### config.mk
export PLATFORM = sky130hd
export DESIGN_NAME = ultrasonic_ranger
export DESIGN_NICKNAME = d
export VERILOG_FILES = /design/src/rtl/ranger_pkg.sv /design/src/rtl/ranger_us_tick.sv /design/src/rtl/ultrasonic_ranger.sv
export SDC_FILE = /design/constraint.sdc
export NUM_CORES = 1
export LEC_CHECK = 0
export CAP_MARGIN = 15
export CORE_ASPECT_RATIO = 0.9
export CORE_MARGIN = 5
export CORE_UTILIZATION = 40
export CTS_CLUSTER_SIZE = 8
export DETAILED_ROUTE_END_ITERATION = 16
export PLACE_DENSITY = 0.59
export SETUP_SLACK_MARGIN = 0.1
export SYNTH_ARGS = -nofsm -noshare
export SYNTH_HDL_FRONTEND = slang
export SYNTH_SLANG_ARGS = --single-unit
### constraint.sdc
create_clock -name clk -period 2.85 [get_ports clk]
set_input_delay 0.57 -clock clk [delete_from_list [all_inputs] [get_ports clk]]
set_output_delay 0.57 -clock clk [all_outputs]
set_load 0.01 [all_outputs]
### src/rtl/ranger_pkg.sv
// Shared types and sizing helpers for the ultrasonic ranging front end.
// Widths are derived from the instantiating module's parameters through these helpers.
package ranger_pkg;

  localparam int DIST_W = 9;

  typedef logic [DIST_W-1:0] dist_t;

  typedef enum logic [2:0] {
    IDLE      = 3'd0,
    TRIG      = 3'd1,
    WAIT_ECHO = 3'd2,
    MEASURE   = 3'd3,
    DONE      = 3'd4
  } state_e;

  // Clock cycles per microsecond.
  function automatic int us_div_f(input int clk_hz);
    return clk_hz / 1_000_000;
  endfunction

  // Bits needed to hold 0..max_val.
  function automatic int cnt_w_f(input int max_val);
    return (max_val < 1) ? 1 : $clog2(max_val + 1);
  endfunction

endpackage

### src/rtl/ranger_us_tick.sv
// Microsecond prescaler: counts 0..US_DIV-1 and flags the terminal count.
// A synchronous clear restarts the count so each FSM state starts on a fresh microsecond.
module ranger_us_tick
  import ranger_pkg::*;
#(
  parameter int US_DIV = 50
) (
  input  logic clk,
  input  logic rst,
  input  logic clear,
  output logic us_tick
);

  localparam int            CW   = cnt_w_f(US_DIV - 1);
  localparam logic [CW-1:0] TERM = CW'(US_DIV - 1);

  logic [CW-1:0] cnt_q;
  logic [CW-1:0] cnt_d;

  // Next count: clear wins, otherwise wrap at the terminal count.
  always_comb begin
    cnt_d = cnt_q;
    if (clear || (cnt_q == TERM)) begin
      cnt_d = '0;
    end else begin
      cnt_d = cnt_q + CW'(1);
    end
  end

  // Count register.
  always_ff @(posedge clk) begin
    if (rst) begin
      cnt_q <= '0;
    end else begin
      cnt_q <= cnt_d;
    end
  end

  assign us_tick = (cnt_q == TERM);

endmodule

### src/rtl/ultrasonic_ranger.sv
// Trigger generation, echo timing and divider-free centimetre conversion
// for an ultrasonic range sensor; publishes a distance with valid/timeout strobes.
module ultrasonic_ranger
  import ranger_pkg::*;
#(
  parameter int CLK_HZ     = 50_000_000,
  parameter int TRIG_US    = 10,
  parameter int PERIOD_US  = 60_000,
  parameter int TIMEOUT_US = 25_000,
  parameter int CM_US      = 58,
  parameter int MAX_CM     = 400
) (
  input  logic  clk,
  input  logic  rst,
  input  logic  echo,
  output logic  trig,
  output dist_t distance_cm,
  output logic  valid,
  output logic  timeout,
  output logic  no_target
);

  localparam int US_DIV = us_div_f(CLK_HZ);
  localparam int PW     = cnt_w_f(PERIOD_US);
  localparam int WW     = cnt_w_f(TIMEOUT_US);
  localparam int SW     = cnt_w_f(CM_US - 1);

  localparam logic [PW-1:0]     PERIOD_LIM = PW'(PERIOD_US);
  localparam logic [PW-1:0]     TRIG_LAST  = PW'(TRIG_US - 1);
  localparam logic [WW-1:0]     TO_LIM     = WW'(TIMEOUT_US);
  localparam logic [SW-1:0]     SUB_LAST   = SW'(CM_US - 1);
  localparam logic [DIST_W-1:0] CM_MAX     = DIST_W'(MAX_CM);

  state_e          state_q, state_d;
  logic            sync1_q, echo_s_q;
  logic [PW-1:0]   period_q, period_d;
  logic [WW-1:0]   wait_q, wait_d;
  logic [SW-1:0]   sub_q, sub_d;
  dist_t           cm_q, cm_d;
  logic            to_q, to_d;
  logic            trig_q, trig_d;
  dist_t           dist_q, dist_d;
  logic            valid_q, valid_d;
  logic            timeout_q, timeout_d;
  logic            nt_q, nt_d;
  logic            us_tick;
  logic            state_chg;

  assign state_chg = (state_d != state_q);

  ranger_us_tick #(.US_DIV(US_DIV)) u_us_tick (
    .clk    (clk),
    .rst    (rst),
    .clear  (state_chg),
    .us_tick(us_tick)
  );

  // Next-state logic; an echo fall takes priority over an expiring wait.
  always_comb begin
    state_d = state_q;
    to_d    = to_q;
    case (state_q)
      IDLE: begin
        if ((period_q >= PERIOD_LIM) && !echo_s_q) begin
          state_d = TRIG;
        end else begin
          state_d = IDLE;
        end
      end
      TRIG: begin
        if (us_tick && (period_q == TRIG_LAST)) begin
          state_d = WAIT_ECHO;
        end else begin
          state_d = TRIG;
        end
      end
      WAIT_ECHO: begin
        if (echo_s_q) begin
          state_d = MEASURE;
        end else if (wait_q >= TO_LIM) begin
          state_d = DONE;
          to_d    = 1'b1;
        end else begin
          state_d = WAIT_ECHO;
        end
      end
      MEASURE: begin
        if (!echo_s_q) begin
          state_d = DONE;
          to_d    = 1'b0;
        end else if (wait_q >= TO_LIM) begin
          state_d = DONE;
          to_d    = 1'b1;
        end else begin
          state_d = MEASURE;
        end
      end
      DONE: begin
        state_d = IDLE;
      end
      default: begin
        state_d = IDLE;
      end
    endcase
  end

  // Microsecond counters; sub/cm convert echo width to cm by repeated CM_US counts.
  always_comb begin
    period_d = period_q;
    wait_d   = wait_q;
    sub_d    = sub_q;
    cm_d     = cm_q;
    if ((state_q != TRIG) && (state_d == TRIG)) begin
      period_d = '0;
    end else if (us_tick && (period_q != PERIOD_LIM)) begin
      period_d = period_q + PW'(1);
    end else begin
      period_d = period_q;
    end
    if (state_q == TRIG) begin
      wait_d = '0;
    end else if (us_tick && ((state_q == WAIT_ECHO) || (state_q == MEASURE)) && (wait_q != TO_LIM)) begin
      wait_d = wait_q + WW'(1);
    end else begin
      wait_d = wait_q;
    end
    if ((state_q != MEASURE) && (state_d == MEASURE)) begin
      sub_d = '0;
      cm_d  = '0;
    end else if ((state_q == MEASURE) && us_tick) begin
      if (sub_q == SUB_LAST) begin
        sub_d = '0;
        cm_d  = (cm_q >= CM_MAX) ? CM_MAX : (cm_q + DIST_W'(1));
      end else begin
        sub_d = sub_q + SW'(1);
        cm_d  = cm_q;
      end
    end else begin
      sub_d = sub_q;
      cm_d  = cm_q;
    end
  end

  // Output next values, published one cycle after DONE.
  always_comb begin
    trig_d    = (state_d == TRIG);
    valid_d   = (state_q == DONE) && !to_q;
    timeout_d = (state_q == DONE) && to_q;
    if (valid_d) begin
      dist_d = cm_q;
    end else begin
      dist_d = dist_q;
    end
    if (state_q == DONE) begin
      nt_d = to_q;
    end else begin
      nt_d = nt_q;
    end
  end

  // State, synchroniser, counters and registered outputs.
  always_ff @(posedge clk) begin
    if (rst) begin
      state_q   <= IDLE;
      sync1_q   <= 1'b0;
      echo_s_q  <= 1'b0;
      period_q  <= PERIOD_LIM;
      wait_q    <= '0;
      sub_q     <= '0;
      cm_q      <= '0;
      to_q      <= 1'b0;
      trig_q    <= 1'b0;
      dist_q    <= '0;
      valid_q   <= 1'b0;
      timeout_q <= 1'b0;
      nt_q      <= 1'b0;
    end else begin
      state_q   <= state_d;
      sync1_q   <= echo;
      echo_s_q  <= sync1_q;
      period_q  <= period_d;
      wait_q    <= wait_d;
      sub_q     <= sub_d;
      cm_q      <= cm_d;
      to_q      <= to_d;
      trig_q    <= trig_d;
      dist_q    <= dist_d;
      valid_q   <= valid_d;
      timeout_q <= timeout_d;
      nt_q      <= nt_d;
    end
  end

  assign trig        = trig_q;
  assign distance_cm = dist_q;
  assign valid       = valid_q;
  assign timeout     = timeout_q;
  assign no_target   = nt_q;

endmodule

; After elaboration in Yosys (flattened, before gate mapping)
; Index checks and enable logic that the tools add are counted.
[totals]
memories = 0
ram_bits = 0
mem_bits_ro = 0
output_inout_bits = 13
word_cells = 76
register_bits = 71
latch_bits = 0
inputBits = 3
[classes]
n_eq_ne = 15
muxes = 15
n_bitwise = 0
shifts = 0
add_sub_neg = 5
n_lt_le_gt_ge = 3
n_div = 0
reduce_logical = 23
mul = 0
[op_table]
columns = cell, count
row1 = 16-bit 2-to-1 mux, 2
row2 = 16-bit by 1-bit adder with 16-bit output (second input constant), 1
row3 = 16-bit by 4-bit == test with 1-bit output (second input constant), 1
row4 = 16-bit greater-or-equal comparator (second input constant), 1
row5 = 16-bit inequality test (second input constant), 1
row6 = 15-bit by 1-bit adder with 15-bit output (second input constant), 1
row7 = 15-bit greater-or-equal comparator (second input constant), 1
row8 = 15-bit inequality test (second input constant), 1
row9 = 6-bit by 1-bit adder with 6-bit output (second input constant), 2
row10 = 6-bit == test (second input constant), 2
row11 = 3-bit 2-to-1 mux, 4
row12 = 3-bit case mux with 4 select lines, 1
row13 = 1-bit logical AND, 10
row14 = 9-bit by 1-bit adder with 9-bit output (second input constant), 1
row15 = 3-bit by 2-bit == test with 1-bit output (second input constant), 3
row16 = 9-bit greater-or-equal comparator (second input constant), 1
row17 = 9-bit 2-to-1 mux, 1
row18 = 2-bit OR reduction, 4
row19 = 3-bit by 1-bit == test with 1-bit output (second input constant), 2
row20 = 6-bit 2-to-1 mux, 1
row21 = 1-bit 2-to-1 mux, 4
row22 = 2-bit AND reduction, 2
row23 = 2-bit nonzero test, 2
row24 = 3-bit == test (second input constant), 1
row25 = 9 further kinds, 11

; Depth between registers and ports, before layout
[depth]
ltp_word = 7
mapped_depth = 8
ltp_nobuf = 7

; Hierarchy
; Synthesis repeated with hierarchy kept, for this count alone.
[unflattened]
hier_cells = 402
hier_area_um2 = 3574.7
[modules_own_cells]
columns = module, instances, area_each_um2, seq_area_each_um2, cells_each
row1 = ultrasonic_ranger, 1, 3289.4, 1301.2, 374
row2 = ranger_us_tick, 1, 285.3, 120.1, 28

; Worst setup path after synthesis
; No wires, ideal clock.
[synth_timing]
path_type = flip-flop to flip-flop
startpoint = reg u_us_tick.cnt_q[0]
endpoint = reg period_q[15]
setup_slack_ns = 0.621
t_required_ns = 2.723
setup_time_ns = 0.127
stages_incl_launch_ff = 8
n_path_buf = 1
t_arrival_ns = 2.102
synth_period_minus_slack_ns = 2.229
path_cell_list = dfxtp_1 ha_1 and4b_2 nand2_4 or4_4 buf_6 o311a_1 or3_1
[synth_between]
elab_chain_len = 7
elab_cells_between_ends = 9
cone_classes = eq/ne (2) / mux (3) / reduce/logical (4)
[synth_lines]
columns = element, line
row1 = from (decl), ranger_us_tick.sv:17  ; logic [CW-1:0] cnt_q;
row2 = from (signal assigned), ranger_us_tick.sv:35  ; cnt_q <= cnt_d;
row3 = 6-bit == test *, ranger_us_tick.sv:39  ; assign us_tick = (cnt_q == TERM);
row4 = 1-bit logical AND, ultrasonic_ranger.sv:71  ; if (us_tick && (period_q == TRIG_LAST)) begin
row5 = 2-bit 2-to-1 mux, ultrasonic_ranger.sv:71
row6 = 3-bit case mux with 4 select lines, ultrasonic_ranger.sv:62  ; case (state_q)
row7 = 3-bit by 1-bit == test with 1-bit output, ultrasonic_ranger.sv:113  ; if ((state_q != TRIG) && (state_d == TRIG)) begin
row8 = 1-bit logical AND, ultrasonic_ranger.sv:113
row9 = 16-bit 2-to-1 mux / 2-bit nonzero test (equally long branches), n/a
row10 = to (signal assigned), ultrasonic_ranger.sv:181  ; period_q <= period_d;
row11 = to (decl), ultrasonic_ranger.sv:36  ; logic [PW-1:0] period_q, period_d;
; Mark *: on every way between the ends. The rest lies on a longest branch, timed or not.
; A chain may end at the register's enable or synchronous reset.

; Worst setup path in the final report
; Ends and elaborated chain as after synthesis.

==> results.py <==
metrics = {
    "sta": {
        "rsz0062_at_grt": "no",
        "tns_ns": 0,
        "skew_ns": 0.0167,
        "post-route-period-util_pct": 79.6,
        "worstMarginPinSlew_ns": 0.994,
        "hold_viol": 0,
        "relSlewSlack_pct": 32.9,
        "drv_slew": 0,
        "fmax_ghz": 0.441,
        "setup_violations": 0,
        "hold_ws_ns": 0.466,
        "fin_crit_ns": 2.27,
    },
    "finish": {
        "final_common_cell": "dfxtp_1",
        "synthToLayoutAreaGrowth_pct": 14.7,
        "final_area_um2": 3900,
        "diodes": 0,
        "final_cell_mix": "dfxtp_1, nor2_1, nand2_1",
        "fin_nets": 416,
        "drive_gt1_share_pct": 7.13,
        "fin_util_pct": 46.2,
    },
    "floorplanning": {
        "rows": 32,
        "boundaryPins": 16,
        "start_util_pct": 40.3,
        "die_h_um": 97.5,
        "dieArea_um2": 10500,
        "core_area_um2": 8450,
        "die_w_um": 107,
    },
    "synthesis": {
        "syn_nets": 399,
        "synth_flop_cell": "dfxtp_1",
        "synth-seq-cells": 71,
        "synth_edf_count": 0,
        "synth_seq_area_share_pct": 41.7,
        "syn-mean-instance-area_um2": 8.84,
        "syn_area_um2": 3400,
        "syn_inst": 385,
        "ys_warn_count": 0,
        "yosysUniqueCellTypes": 56,
        "async_reset_ff_share_pct": 0,
    },
    "power": {
        "total_power_mw": 2.49,
        "power.switching_mw": 0.750,
        "power.leakage_nw": 1.38,
        "ir_drop_mv": 0.326,
        "combPwrFrac_pct": 17.9,
        "switching_share_pct": 30.1,
        "internal_power_mw": 1.74,
        "power_frac_seq_pct": 45.5,
        "clkPwrFrac_pct": 36.6,
        "powerDensity_nw_per_um2": 638,
    },
    "route": {
        "met1_length_um": 3630,
        "wl_met3_um": 273,
        "drt_iter0_markers": 145,
        "wire_per_inst_um": 13.2,
        "first_pass_iters": 4,
        "vias_per_cell": 5.28,
        "dr_wl_met2_um": 3000,
        "post-route-drc-count": 0,
        "drt-total-wl_um": 6940,
        "vias": 2779,
        "top_layer_used": "met4",
        "postRouteAntennaNets": 0,
    },
    "clocking": {
        "cts_buffer_depth": 2,
        "htreeDepth": 3,
        "cts.clk_slew.worst_paths_ns": 0.09,
        "postCtsSetupBuffers": 0,
        "cts_tree": "built",
        "cts_buffers": 9,
        "postCtsResizedCells": 0,
        "root_buffer": "clkbuf_8",
        "clock_sinks": 71,
        "holdBufCountCts": 0,
        "clk_latency_ns": 0.34,
    },
    "placed_design": {
        "placed_area_um2": 3680,
        "routabilityCongestion": 0.876,
        "portBuffers": 15,
        "hpwl_um": 4980,
    },
    "setup_path": {
        "end_kind": "flop",
        "cpPeakStageDelay_ns": 0.60,
        "worstPathRequired_ns": 3.08,
        "crit_chain": "ha_1 -> and4b_2 -> nand2_4 -> or4_4 -> o311a_1 -> or3_1",
        "critical_path.top_delay_family": "simple AND/OR/NAND/NOR gates",
        "crit_buf_inv": 0,
        "crit_path_top_delay_cell": "or4_4",
        "crit_fanout": 8,
        "worstPathArrival_ns": 2.50,
        "worstSetupPathType": "reg2reg",
        "start_kind": "flop",
    },
    "global_route": {
        "grt-ovfl-total": 0,
        "first_global_vias": 2520,
        "antenna_found_initial": 0,
        "grt_start_max_net_pins": 15,
        "grt_pass1_wl_um": 12000,
        "track_usage_pct": 13.9,
    },
    "min_path": {
        "min_path_type": "reg2reg",
    },
    "run": {
        "cap_violations": 0,
    },
    "outcome": {
        "outcome": "finished clean",
    },
}
-- registers in the layout, indices dropped and copies added (netlist names) --
| signal | cells |
|---|---|
| state_q | 3 |
| no_target | 1 |
| wait_q | 15 |
| sync1_q | 1 |
| u_us_tick.cnt_q | 6 |
| cm_q | 9 |
| timeout | 1 |
| period_q | 16 |
| trig | 1 |
| valid | 1 |
| distance_cm | 9 |
| echo_s_q | 1 |
| to_q | 1 |
| sub_q | 6 |
-- synthesized netlist by cell type, types with 3 or more instances --
cell	count	area (µm²)
and2_1	6	37.5
a21o_1	4	30.0
xnor2_1	16	140
or3_1	5	31.3
inv_1	14	52.6
o211ai_1	4	30.0
nor2_1	45	169
o21ai_0	5	25.0
dfxtp_1	71	1420
nand4_1	16	100
ha_1	11	138
nand2_1	22	82.6
a211oi_1	3	22.5
nor3_1	12	60.1
nor4_1	9	56.3
nand3_1	19	95.1
a311oi_1	3	26.3
nor3b_1	3	22.5
clkbuf_1	10	37.5
a31oi_1	7	43.8
buf_2	3	15.0
a22o_1	9	78.8
a21oi_1	13	65.1
xor2_1	14	123
nand2b_1	4	25.0
nor2b_1	6	37.5
and3_1	6	37.5
o31a_1	3	26.3
or4_1	6	45.0
and4_1	4	35.0
-- metal layers --
metal | vias to the layer above | track usage [%]
met5 | - | 0
met4 | 0 | 3.83
met3 | 2 | 3.92
met2 | 52 | 20.3
met1 | 1285 | 19.8
li1 | 1440 | -
-- path summary, 6_finish.rpt --
check	slack, ns	startpoint	cells past startpoint	to
worst max-delay path	0.58	u_us_tick.cnt_q[0]$_SDFF_PP0_	6	period_q[15]$_SDFFE_PP1P_
worst min-delay path	0.47	sync1_q$_SDFF_PP0_	1	echo_s_q$_SDFF_PP0_
worst max register to register	0.58	u_us_tick.cnt_q[0]$_SDFF_PP0_	6	period_q[15]$_SDFFE_PP1P_
worst min register to register	0.47	sync1_q$_SDFF_PP0_	1	echo_s_q$_SDFF_PP0_
-- worst reg2reg max path: stages, from the launching register on --
cell,delay (ns)
dfxtp_1,0.38
ha_1,0.18
and4b_2,0.29
nand2_4,0.10
or4_4,0.60
o311a_1,0.30
or3_1,0.33
-- power by group through the flow --
| stage | clock, mW | combinational (mW) | sequential [mW] |
|---|---|---|---|
| after global placement | 0 | 0.437 | 1.15 |
| after CTS | 0.955 | 0.448 | 1.13 |
| after detailed placement | 0 | 0.444 | 1.15 |
| after global routing | 0.996 | 0.494 | 1.14 |
| after floorplan | 0 | 0.360 | 1.12 |
| final | 0.911 | 0.445 | 1.13 |
-- final cells by class --
type,count,area [µm²]
Inverter,15,56.3
Fill cell,844,4540
Tap cell,119,149
Clock inverter,7,103
Sequential cell,71,1420
Clock buffer,9,124
Multi-Input combinational cell,285,1860
Timing Repair Buffer,20,188
-- through the flow --
stage,instances,worst slack [ns]
after floorplan,385,0.621
after global placement,510,0.633
after detailed placement,510,0.580
after CTS,526,0.575
after global routing,526,0.426
final,526,0.581
-- cell families (layout without fill, tap and decap cells) --
kind of cell               Yosys count  after routing  synth area share (%)
and+or+nand+nor                    179            179                  29.2
adders and majority gates           11             11                  4.04
DFF                                 71             71                  41.7
buffers and inverters               29             51                  3.53
AOI/OAI and AO/OA                   64             64                  13.5
xor gates and xnor gates            30             30                  7.72
muxes                                1              1                 0.294
Note: power is estimated with default switching activity, not from simulation.
